**src/rtl/sram_port_arbiter.sv**
```systemverilog
// sram_port_arbiter: shares the single-port label SRAM between the labeling pass (r0)
// and the relabel/merge pass (r1), and runs a full-memory clear sweep on request.
//
// Ports
//   clk                    clock, all state on posedge
//   reset                  asynchronous, active-low
//   clr_start / clr_busy   start pulse for the clear sweep / sweep in progress (registered)
//   rN_req/addr/wen/wdata  requester N command (wen: 0=write, 1=read)
//   rN_gnt                 combinational grant; beat accepted when req&gnt at posedge
//   rN_rvalid / rN_rdata   read data valid the cycle after an accepted read
//   sram_a/d/wen, sram_q   direct connection to the SRAM macro
module sram_port_arbiter #(
    parameter int                AW       = 10,
    parameter int                DW       = 8,
    parameter logic [DW-1:0]     CLR_VAL  = '0,
    parameter int                MAX_HOLD = 16
) (
    input  logic          clk,
    input  logic          reset,
    input  logic          clr_start,
    output logic          clr_busy,
    input  logic          r0_req,
    input  logic [AW-1:0] r0_addr,
    input  logic          r0_wen,
    input  logic [DW-1:0] r0_wdata,
    output logic          r0_gnt,
    output logic          r0_rvalid,
    output logic [DW-1:0] r0_rdata,
    input  logic          r1_req,
    input  logic [AW-1:0] r1_addr,
    input  logic          r1_wen,
    input  logic [DW-1:0] r1_wdata,
    output logic          r1_gnt,
    output logic          r1_rvalid,
    output logic [DW-1:0] r1_rdata,
    output logic [AW-1:0] sram_a,
    output logic [DW-1:0] sram_d,
    output logic          sram_wen,
    input  logic [DW-1:0] sram_q
);
    localparam int HW = $clog2(MAX_HOLD + 1);

    typedef enum logic {ARB, CLEAR} state_t;

    state_t        state, state_nx;
    logic          owner, owner_nx;
    logic [HW-1:0] hold_cnt, hold_nx;
    logic [AW-1:0] clr_cnt, clr_cnt_nx;
    logic          both, sel, any;

    assign r0_rdata = sram_q;
    assign r1_rdata = sram_q;

    always_comb begin
        both = r0_req && r1_req;
        // sel: 0 picks r0, 1 picks r1; the owner keeps the port until its hold budget is spent
        sel = both ? ((hold_cnt < HW'(MAX_HOLD)) ? owner : ~owner) : r1_req;
        // grants are gated by reset so nothing reaches the SRAM while reset is held
        any = reset && (state == ARB) && (r0_req || r1_req);
        r0_gnt = any && !sel;
        r1_gnt = any && sel;
        sram_a = '0;
        sram_d = '0;
        sram_wen = 1'b1;
        if (state == CLEAR) begin
            sram_a = clr_cnt;
            sram_d = CLR_VAL;
            sram_wen = 1'b0;
        end else if (any) begin
            sram_a = sel ? r1_addr : r0_addr;
            sram_d = sel ? r1_wdata : r0_wdata;
            sram_wen = sel ? r1_wen : r0_wen;
        end
        owner_nx = any ? sel : owner;
        hold_nx = !any ? '0 :
                  (sel != owner) ? HW'(1) :
                  (hold_cnt == HW'(MAX_HOLD)) ? hold_cnt : hold_cnt + HW'(1);
        state_nx = state;
        clr_cnt_nx = clr_cnt;
        if (state == ARB) begin
            state_nx = clr_start ? CLEAR : ARB;
        end else begin
            // the counter wraps to zero on the last word, ready for the next sweep
            clr_cnt_nx = clr_cnt + AW'(1);
            state_nx = (&clr_cnt) ? ARB : CLEAR;
        end
    end

    always_ff @(posedge clk or negedge reset) begin
        if (!reset) begin
            state     <= ARB;
            owner     <= 1'b0;
            hold_cnt  <= '0;
            clr_cnt   <= '0;
            clr_busy  <= 1'b0;
            r0_rvalid <= 1'b0;
            r1_rvalid <= 1'b0;
        end else begin
            state     <= state_nx;
            owner     <= owner_nx;
            hold_cnt  <= hold_nx;
            clr_cnt   <= clr_cnt_nx;
            clr_busy  <= (state_nx == CLEAR);
            r0_rvalid <= r0_gnt && r0_wen;
            r1_rvalid <= r1_gnt && r1_wen;
        end
    end
endmodule
```
**config.mk**
```make
export PLATFORM = sky130hd
export DESIGN_NAME = sram_port_arbiter
export DESIGN_NICKNAME = d
export VERILOG_FILES = /design/src/rtl/sram_port_arbiter.sv
export SDC_FILE = /design/constraint.sdc
export NUM_CORES = 1
export LEC_CHECK = 0
export CORE_AREA = 2 2 75 62
export DETAILED_ROUTE_END_ITERATION = 8
export DIE_AREA = 0 0 77 64
export PLACE_DENSITY = 0.76
export SYNTH_ARGS = -nofsm -noshare
export SYNTH_HDL_FRONTEND = slang
export SYNTH_SLANG_ARGS = --single-unit
```
**constraint.sdc**
```tcl
create_clock -name clk -period 1.5 [get_ports clk]
set_input_delay 0.15 -clock clk [delete_from_list [all_inputs] [get_ports clk]]
set_output_delay 0.15 -clock clk [all_outputs]
set_load 0.01 [all_outputs]
```
* After elaboration in Yosys (flattened, before gate mapping)
Cells that the tools add are included.
W data, S select, Z words.
** Cells by class
- Add/subtract/negate cells :: 2
- Reduce and logical (&&, ||, !) cells :: 10
- Equal/unequal tests :: 3
- Mux-type cells :: 17
- $lt $le $gt $ge :: 1
- Bitwise operators :: 2
** Operator list (number)
- $mux W10 :: 3
- $mux W8 :: 3
- $mux W5 :: 3
- $add A10 B1 Y10 const B :: 1
- $reduce_and A10 Y1 :: 1
- $mux W1 :: 8
- $logic_and A1 B1 Y1 :: 7
- $add A5 B1 Y5 const B :: 1
- $eq A5 B5 Y1 const B :: 1
- $lt A5 B5 Y1 const B :: 1
- $ne A3 B3 Y1 const B :: 1
- $not A1 Y1 :: 2
- $logic_not A1 Y1 :: 1
- $logic_or A1 B1 Y1 :: 1
- $ne A1 B1 Y1 :: 1
** Word-level totals
- Register bits after elaboration :: 19
- Input port bits :: 51
- Logic and storage cells :: 41

* Depth between registers and ports, before layout
Gate-level depths: netlist (run 1).
- Depth after elaboration :: 6
- Mapped depth :: 5
- Mapped depth without buffers :: 5

* Worst setup path after synthesis (run 1)
No wires, ideal clock.
- Path type :: flip-flop to output port
- From :: register state
- To :: output port sram_wen
- Arrival time :: 1405 ps
- Setup slack :: -55 ps
- Cell stages (with the launch flop) :: 6
- Cells stage by stage :: dfrtp_1 -> clkbuf_1 -> nor2b_1 -> o211a_1 -> buf_2 -> a211oi_1
** On the way
- Word-level cells in the longest chain between the ends :: 5
** RTL lines
- from (decl) :: RTL line 45 : state_t state, state_nx;
- from (signal assigned) :: RTL line 99 : state <= state_nx;
- $not A1 Y1
- $logic_and A1 B1 Y1 (2 in a row) :: RTL line 59 : any = reset && (state == ARB) && (r0_req || r1_req);
- $mux W1 :: RTL line 69 : end else if (any) begin
- $mux W1 * :: RTL line 65 : if (state == CLEAR) begin
- to (decl) :: RTL line 38 : output logic sram_wen,
Every way passes the cells marked *; elsewhere a longest branch is shown, timed or not.

* Worst setup path in the final report (run 1)
- From :: register owner
- To :: output port sram_a[6]
** On the way
- Word-level cells in the longest chain between the ends :: 6
** RTL lines
- from (decl) :: RTL line 46 : logic owner, owner_nx;
- from (signal assigned) :: RTL line 100 : owner <= owner_nx;
- $not A1 Y1 :: RTL line 57 : sel = both ? ((hold_cnt < HW'(MAX_HOLD)) ? owner : ~owner) : r1_req;
- $mux W1 * (2 in a row) :: RTL line 57
- $mux W10 * :: RTL line 70 : sram_a = sel ? r1_addr : r0_addr;
- $mux W10 * :: RTL line 69
- $mux W10 * :: RTL line 65
- to (decl) :: RTL line 36 : output logic [AW-1:0] sram_a,
Marked as above.

==> results.md, run 1 <==
* # rows at 21
* Status: complete, but fails checks
* Failing checks: setup timing
* Reg power frac at 0.346
* Grt peak-use layer: met2
* PwrDens at 823 mW/mm^2
* Post-layout instance area at 0.00228 sq mm
* Setup slack, reg-to-reg at -0.04 ns
* Clk root buf: clkbuf_8
* CP peak stage delay at 0.41 ns
* Die ar. at about 0.0049 sq mm
* P_sw at 0.565 mW
* Slew Viols, Final at 0
* Grt ovf at 0
* Distinct cell type count after synthesis at 33
* Hold-fix buffers, CTS at 0
* Setup slack at placement at -0.647 ns
* Fill cell count at 377
* Worst-path clk slew at 0.07 ns
* Logic pwr share at 0.474
* Vias per cell at approximately 4.7
* R2R Path End: state
* Crit. End Element: output port
* Antenna-violating nets left at 0
* Routed len/inst at 13.9 um
* EDFF count, synth at 0
* Clock power frac at 0.180
* Yosys Warn Count at 0
* Yosys top cell area share at 0.366
* Syn nets at 188
* Post-synthesis sequential element count at 19
* DIE WIDTH at 77 um
* Final worst-path cycle share at 1.24
* Hold crit path type: input port to async pin
* Final cell count without fillers at around 280
* WP data required at about 1.4 ns
* Global placement routability congestion at 0.783
* I/O pins at a little over 90
* Crit path launch type: flop
* Mapped Cells at 134
* FMAX at 0.537 GHz
* Ys flop type: dfrtp_1
* Post-Syn Area at 0.00130 sq mm
* Average size of a mapped cell at between 9 and 10 sq um
* First DRT Iteration DRCs at 42
* # setup viols final at 22
* Final #Nets at between 200 and 300
* ANT cells at 0
* Met1 GRT Util at 0.188
* Post-DP HPWL at 2740 um
* Clock latency at the later pin of the worst-skew pair at 0.25 ns
* Final hold vios at 0
* Slew margin rel. at 0.739
* Placed inst area at 0.00207 sq mm
* Power Internal at around 1.3 mW
* Worst-case clock buffer depth at 2
* Residual DRC count at 0
* Global Route Usage Sum at 0.151
* PortBufs at 66
* Count leader, synth: dfrtp_1
* H-tree levels at 1
* Vias in the first global route at ~1,300
* CP Launch Point: owner
* Worst reg2reg path startpoint: state
* CORE AREA at 0.00415 sq mm
* PnR worst setup slack at -0.361 ns
* Asr flop ratio synth at 1.00
* Critical path data arrival time at between 1.5 and 2 ns
* Worst vdd ir at between 0.4 and 0.5 mV
* Via Count at 1,290
* Leakage at 1.02 nW
* Ratio of cells with drive above 1 in the final layout at 0.355
* Largest net degree at the start of global routing at 17
* Maxcap violations at 0
* Met2 Use GR at 0.253
* Cell chain of the critical path: xnor2_2 -> o211a_4 -> buf_12 -> a221o_1 -> buf_2
* Cts bufs inserted at 3
* Critical-path maximum fanout at 10
* Setup TNS Final at -6.47 ns
* Critical Setup Path Class: flop to output port
* Min Tclk post-route at 1.86 ns
* Switching Share at 0.301
* Layout area overhead at 75.5%
* Detailed Route WL at about 3900 um
* Synth cell count leaders: dfrtp_1 (19), buf_4 (16), and2_1 (12)
* M3 GR Usage at 0.0636
* Starting density of the core at 0.313
* Seq/Total Area, Yosys at 0.366
* Die height at between 60 and 70 um
* Initial antenna violation count at 0
* First-pass GRT wire length at 5910 um
* Slowest stage cell on the critical path: dfrtp_1
* Core Util, Final at 0.549
* Clk sinks at 19
* Least-Margin Pin Slew at 0.392 ns
* TritonRoute pass-1 iters at 4
* RSZ-0062 raised after global routing: true
* Synth area leader: dfrtp_1
* Placed Cells incl. Taps at 258
* Top cells by area, synth: dfrtp_1 (37%), buf_4 (9.2%), a221o_1 (7.7%)
* TritonCTS clock tree: yes
* Clk_skew at 0.00759 ns
* Worst Reg-to-Reg Cells at 7
[routing by layer]
metal / part of all wire / wire (um)
met1: 0.44 / 1690
met2: 0.47 / 1800
met3: 0.095 / 365
met4: 0 / 0
met5: 0 / 0
[state kept, by name, summed over array words and instances, names as in the netlist]
register and count:
clr_cnt 10, hold_cnt 5, owner 1, r0_rvalid 1
r1_rvalid 1, state 1
[power by group through the flow]
stage	clock (mW)	combinational [mW]	sequential, mW
2_1_floorplan	0	0.398	0.705
3_3_place_gp	0	0.908	0.656
3_5_place_dp	0	0.917	0.659
4_1_cts	0.354	0.844	0.650
5_1_grt	0.378	0.956	0.663
6_report	0.338	0.889	0.649
[layout by cell type, fill, tap and decap left out, drive strengths merged]
cell type / n
dfrtp: 19
and3: 1
a211oi: 2
a22o: 8
clkbuf: 4
nor2b: 1
o2111ai: 1
o32a: 1
xnor2: 8
nor3: 3
o21ai: 1
inv: 6
nand4: 2
a21o: 1
nor2: 5
nand3: 5
mux2: 1
a21oi: 2
xor2: 6
or2: 1
and4: 1
mux2i: 1
a31o: 1
and4bb: 1
and2: 12
a221o: 10
nand3b: 1
clkdlybuf4s50: 44
buf: 61
o211a: 1
ha: 3
nand2: 6
[kinds of logic (layout without fill, tap and decap cells)]
| kind of cell | after synthesis | after routing | synth area share |
|---|---|---|---|
| simple gates | 39 | 39 | 0.167 |
| buf+inv | 29 | 115 | 0.139 |
| fa+ha+maj | 3 | 3 | 0.0289 |
| compound gates | 28 | 28 | 0.189 |
| flops | 19 | 19 | 0.366 |
| mux | 2 | 2 | 0.0164 |
| xor+xnor | 14 | 14 | 0.0944 |
[final cells by class]
| class | count | area, sq um | area share |
|---|---|---|---|
| Multi-Input combinational cell | 86 | 703 | 0.308 |
| Sequential cell | 19 | 475 | 0.209 |
| Inverter | 6 | 22.5 | 0.00988 |
| Timing Repair Buffer | 105 | 962 | 0.422 |
| Tap cell | 57 | 71.3 | 0.0313 |
| Clock buffer | 4 | 45.0 | 0.0198 |
[how the worst max path moves through the flow]
stage | endpoint | slack, ns | depth (start not counted)
finish | sram_a[6] | -0.36 | 5
global route | sram_a[3] | -0.42 | 5
CTS | sram_a[6] | -0.41 | 5
detailed placement | sram_a[8] | -0.65 | 6
global placement | sram_d[2] | -0.65 | 6
floorplan | sram_d[0] | 0.02 | 5
[repair_timing]
action                     CTS  global route
setup buffers                9             6
setup endpoints to repair   22            27
cloned                       3             0
pin swaps                    7            12
gates resized for setup    103            15
[critical path: cells and delay by family, from the launching register on]
kind,cells,cell delay [ns]
flip-flops,1,0.41
XOR/XNOR,1,0.16
AO/OA/AOI/OAI,2,0.61
buffers and inverters,2,0.28
[per-stage QoR]
step / hold slack [ns] / power, mW
finish: 0.293 / 1.88
global route: 0.300 / 2.00
CTS: 0.280 / 1.85
detailed placement: 0.300 / 1.58
global placement: 0.300 / 1.56
floorplan: -0.146 / 1.10
Power figures use the tool's default switching activity.
==> run 2: changes to the inputs <==
Settings changed: HOLD_SLACK_MARGIN from default to 0.12.
==> results of run 2 <==
No change in the layout: final DEF, timing and power equal those of run 1.
==> run 3: changes to the inputs <==
Settings changed: CORE_AREA 2 2 75 62 to 2 2 72 60, DIE_AREA 0 0 77 64 to 0 0 74 62, PLACE_DENSITY 0.76 to 0.78.
Clock period 1.5 ns to 2.1 ns, I/O delays scaled along.
==> run 3 against run 2 <==
Net effect: the flow now finishes without violations; global-route usage shrank 1.7 points; core utilization shrank 4.3 points; non-clock buffer count is 25 lower; register-to-register slack gained 0.70 ns.
==> results.md, run 3 (synthesis results as in run 1) <==
* Via Count at 1,155
* RSZ-0062 raised after global routing: false
* Clk root buf: clkbuf_8
* Critical-path maximum fanout at 21
* P_sw at 0.373 mW
* Most frequent cells in the layout: clkdlybuf4s50_1 (45), dfrtp_1 (19), and2_1 (12), buf_4 (12)
* Vias per cell at 4.58
* Register name with the most flops: clr_cnt
* Slew margin rel. at 0.733
* Final cell count without fillers at about 250
* Slew Viols, Final at 0
* Critical path data arrival time at roughly 1.8 ns
* Hold_ws at 0.116 ns
* # rows at 21
* Status: finished, final reports clean
* CORE AREA at 0.00397 sq mm
* Initial antenna violation count at 0
* WP data required at approximately 1.9 ns
* Residual DRC count at 0
* Least-Margin Pin Slew at ~0.40 ns
* PwrDens at 604 mW/mm^2
* TritonCTS clock tree: yes
* Leakage at 0.902 nW
* First-pass GRT wire length at 4830 um
* Routed len/inst at around 12 um
* DIE WIDTH at ~74 um
* Largest register FFs at 10
* Antenna-violating nets left at 0
* Starting density of the core at 0.327
* Global placement routability congestion at between 0.7 and 0.8
* Crit path launch type: flop
* Crit. End Element: output port
* Logic pwr share at 0.365
* Die ar. at 0.00459 sq mm
* First DRT Iteration DRCs at 48
* Grt ovf at 0
* Largest net degree at the start of global routing at 22
* PortBufs at 66
* Placed Cells incl. Taps at 245
* Clk sinks at 19
* Post-DP HPWL at 2480 um
* Final #Nets at 250
* Critical Setup Path Class: flop to output port
* Switching Share at 0.307
* Clock latency at the later pin of the worst-skew pair at between 0.2 and 0.3 ns
* Reg power frac at 0.428
* Worst-path clk slew at 0.08 ns
* Final worst-path cycle share at 0.959
* TritonRoute pass-1 iters at 4
* Maxcap violations at 0
* Worst vdd ir at about 0.46 mV
* Layout area overhead at 54.6%
* Clk_skew at about 0.012 ns
* Hold crit path type: input port to async pin
* Most common cell after layout, fill and taps aside: clkdlybuf4s50_1
* Clock power frac at 0.207
* Cts bufs inserted at 3
* Largest registers: clr_cnt x10, hold_cnt x5
* Vias in the first global route at approximately 1,100
* Global Route Usage Sum at 0.134
* Worst-case clock buffer depth at 2
* # setup viols final at 0
* FMAX at 0.496 GHz
* Power Internal at around 0.84 mW
* I/O pins at 91
* Final hold vios at 0
* Min Tclk post-route at 2.01 ns
* Detailed Route WL at about 3100 um
* Die height at 62 um
* H-tree levels at 1
* Ratio of cells with drive above 1 in the final layout at 0.154
* ANT cells at 0
* Fill cell count at 392
run 3: cell types whose count changed in the layout (fill, tap and decap cells not counted), sizes merged:
cell / before / now
clkinv: 0 / 1
buf: 61 / 14
dlygate4sd2: 0 / 10
dlygate4sd3: 0 / 1
clkbuf: 4 / 9
clkdlybuf4s15: 0 / 4
clkdlybuf4s50: 44 / 45
run 3: final cells by class:
| cell class | instances | area, sq um | area share |
|---|---|---|---|
| timing repair buffer | 80 | 739 | 0.368 |
| multi-input combinational | 86 | 653 | 0.325 |
| sequential | 19 | 475 | 0.237 |
| tap | 57 | 71.3 | 0.0355 |
| clock buffer | 3 | 41.3 | 0.0206 |
| inverter | 6 | 22.5 | 0.0112 |
| clock inverter | 1 | 5.00 | 0.00249 |
run 3: final timing paths:
kind / startpoint / endpoint / slack [ns] / depth (start not counted)
max: owner / sram_a[3] / 0.09 / 5
min in group clk: sram_q[4] / r1_rdata[4] / 0.42 / 0
max in group asynchronous: reset / state / 1.35 / 3
min reg2reg: clr_cnt[8] / clr_cnt[8] / 0.50 / 1
min: reset / clr_cnt[1] / 0.12 / 2
max reg2reg: state / state / 0.66 / 4
run 3: timing repair:
item	4_1_cts	5_1_grt
setup endpoints to repair	21	11
gates resized for setup	23	17
pin swaps	0	1
endpoints found under the hold margin	6	0
hold buffers	1	0
setup buffers	1	1
run 3: per-layer routing:
metal / share of wire / vias to the layer above / routed length [um] / global-route usage
li1: - / 584 / - / -
met1: 0.44 / 533 / 1370 / 0.159
met2: 0.47 / 36 / 1450 / 0.241
met3: 0.085 / 2 / 264 / 0.0468
met4: 0.0039 / 0 / 12 / 0.0182
met5: 0 / - / 0 / 0
run 3: power by group through the flow:
stage                     combinational (mW)  clock, mW  sequential [mW]
final                                  0.443      0.251            0.519
after global routing                   0.491      0.278            0.529
after CTS                              0.452      0.261            0.518
after detailed placement               0.497          0            0.524
after global placement                 0.488          0            0.522
after floorplan                        0.284          0            0.504
run 3: through the flow:
| step | setup slack, ns | setup TNS [ns] | total power [mW] | instance area (sq um) | utilization |
|---|---|---|---|---|---|
| 2_1_floorplan | 0.485 | 0 | 0.787 | 1300 | - |
| 3_5_place_dp | -0.163 | -2.63 | 1.02 | 1970 | 0.496 |
| 5_1_grt | 0.00918 | 0 | 1.30 | 2010 | 0.506 |
| 6_report | 0.0856 | 0 | 1.21 | 2010 | 0.506 |
| 3_3_place_gp | -0.149 | -2.60 | 1.01 | 1970 | 0.496 |
| 4_1_cts | 0.0181 | 0 | 1.23 | 2020 | 0.509 |
run 3: critical path: stages, from the launching register on:
cell	delay [ns]
dfrtp_1	0.40
xnor2_2	0.16
o211a_1	0.26
buf_12	0.16
a221o_1	0.34
clkdlybuf4s15_1	0.23
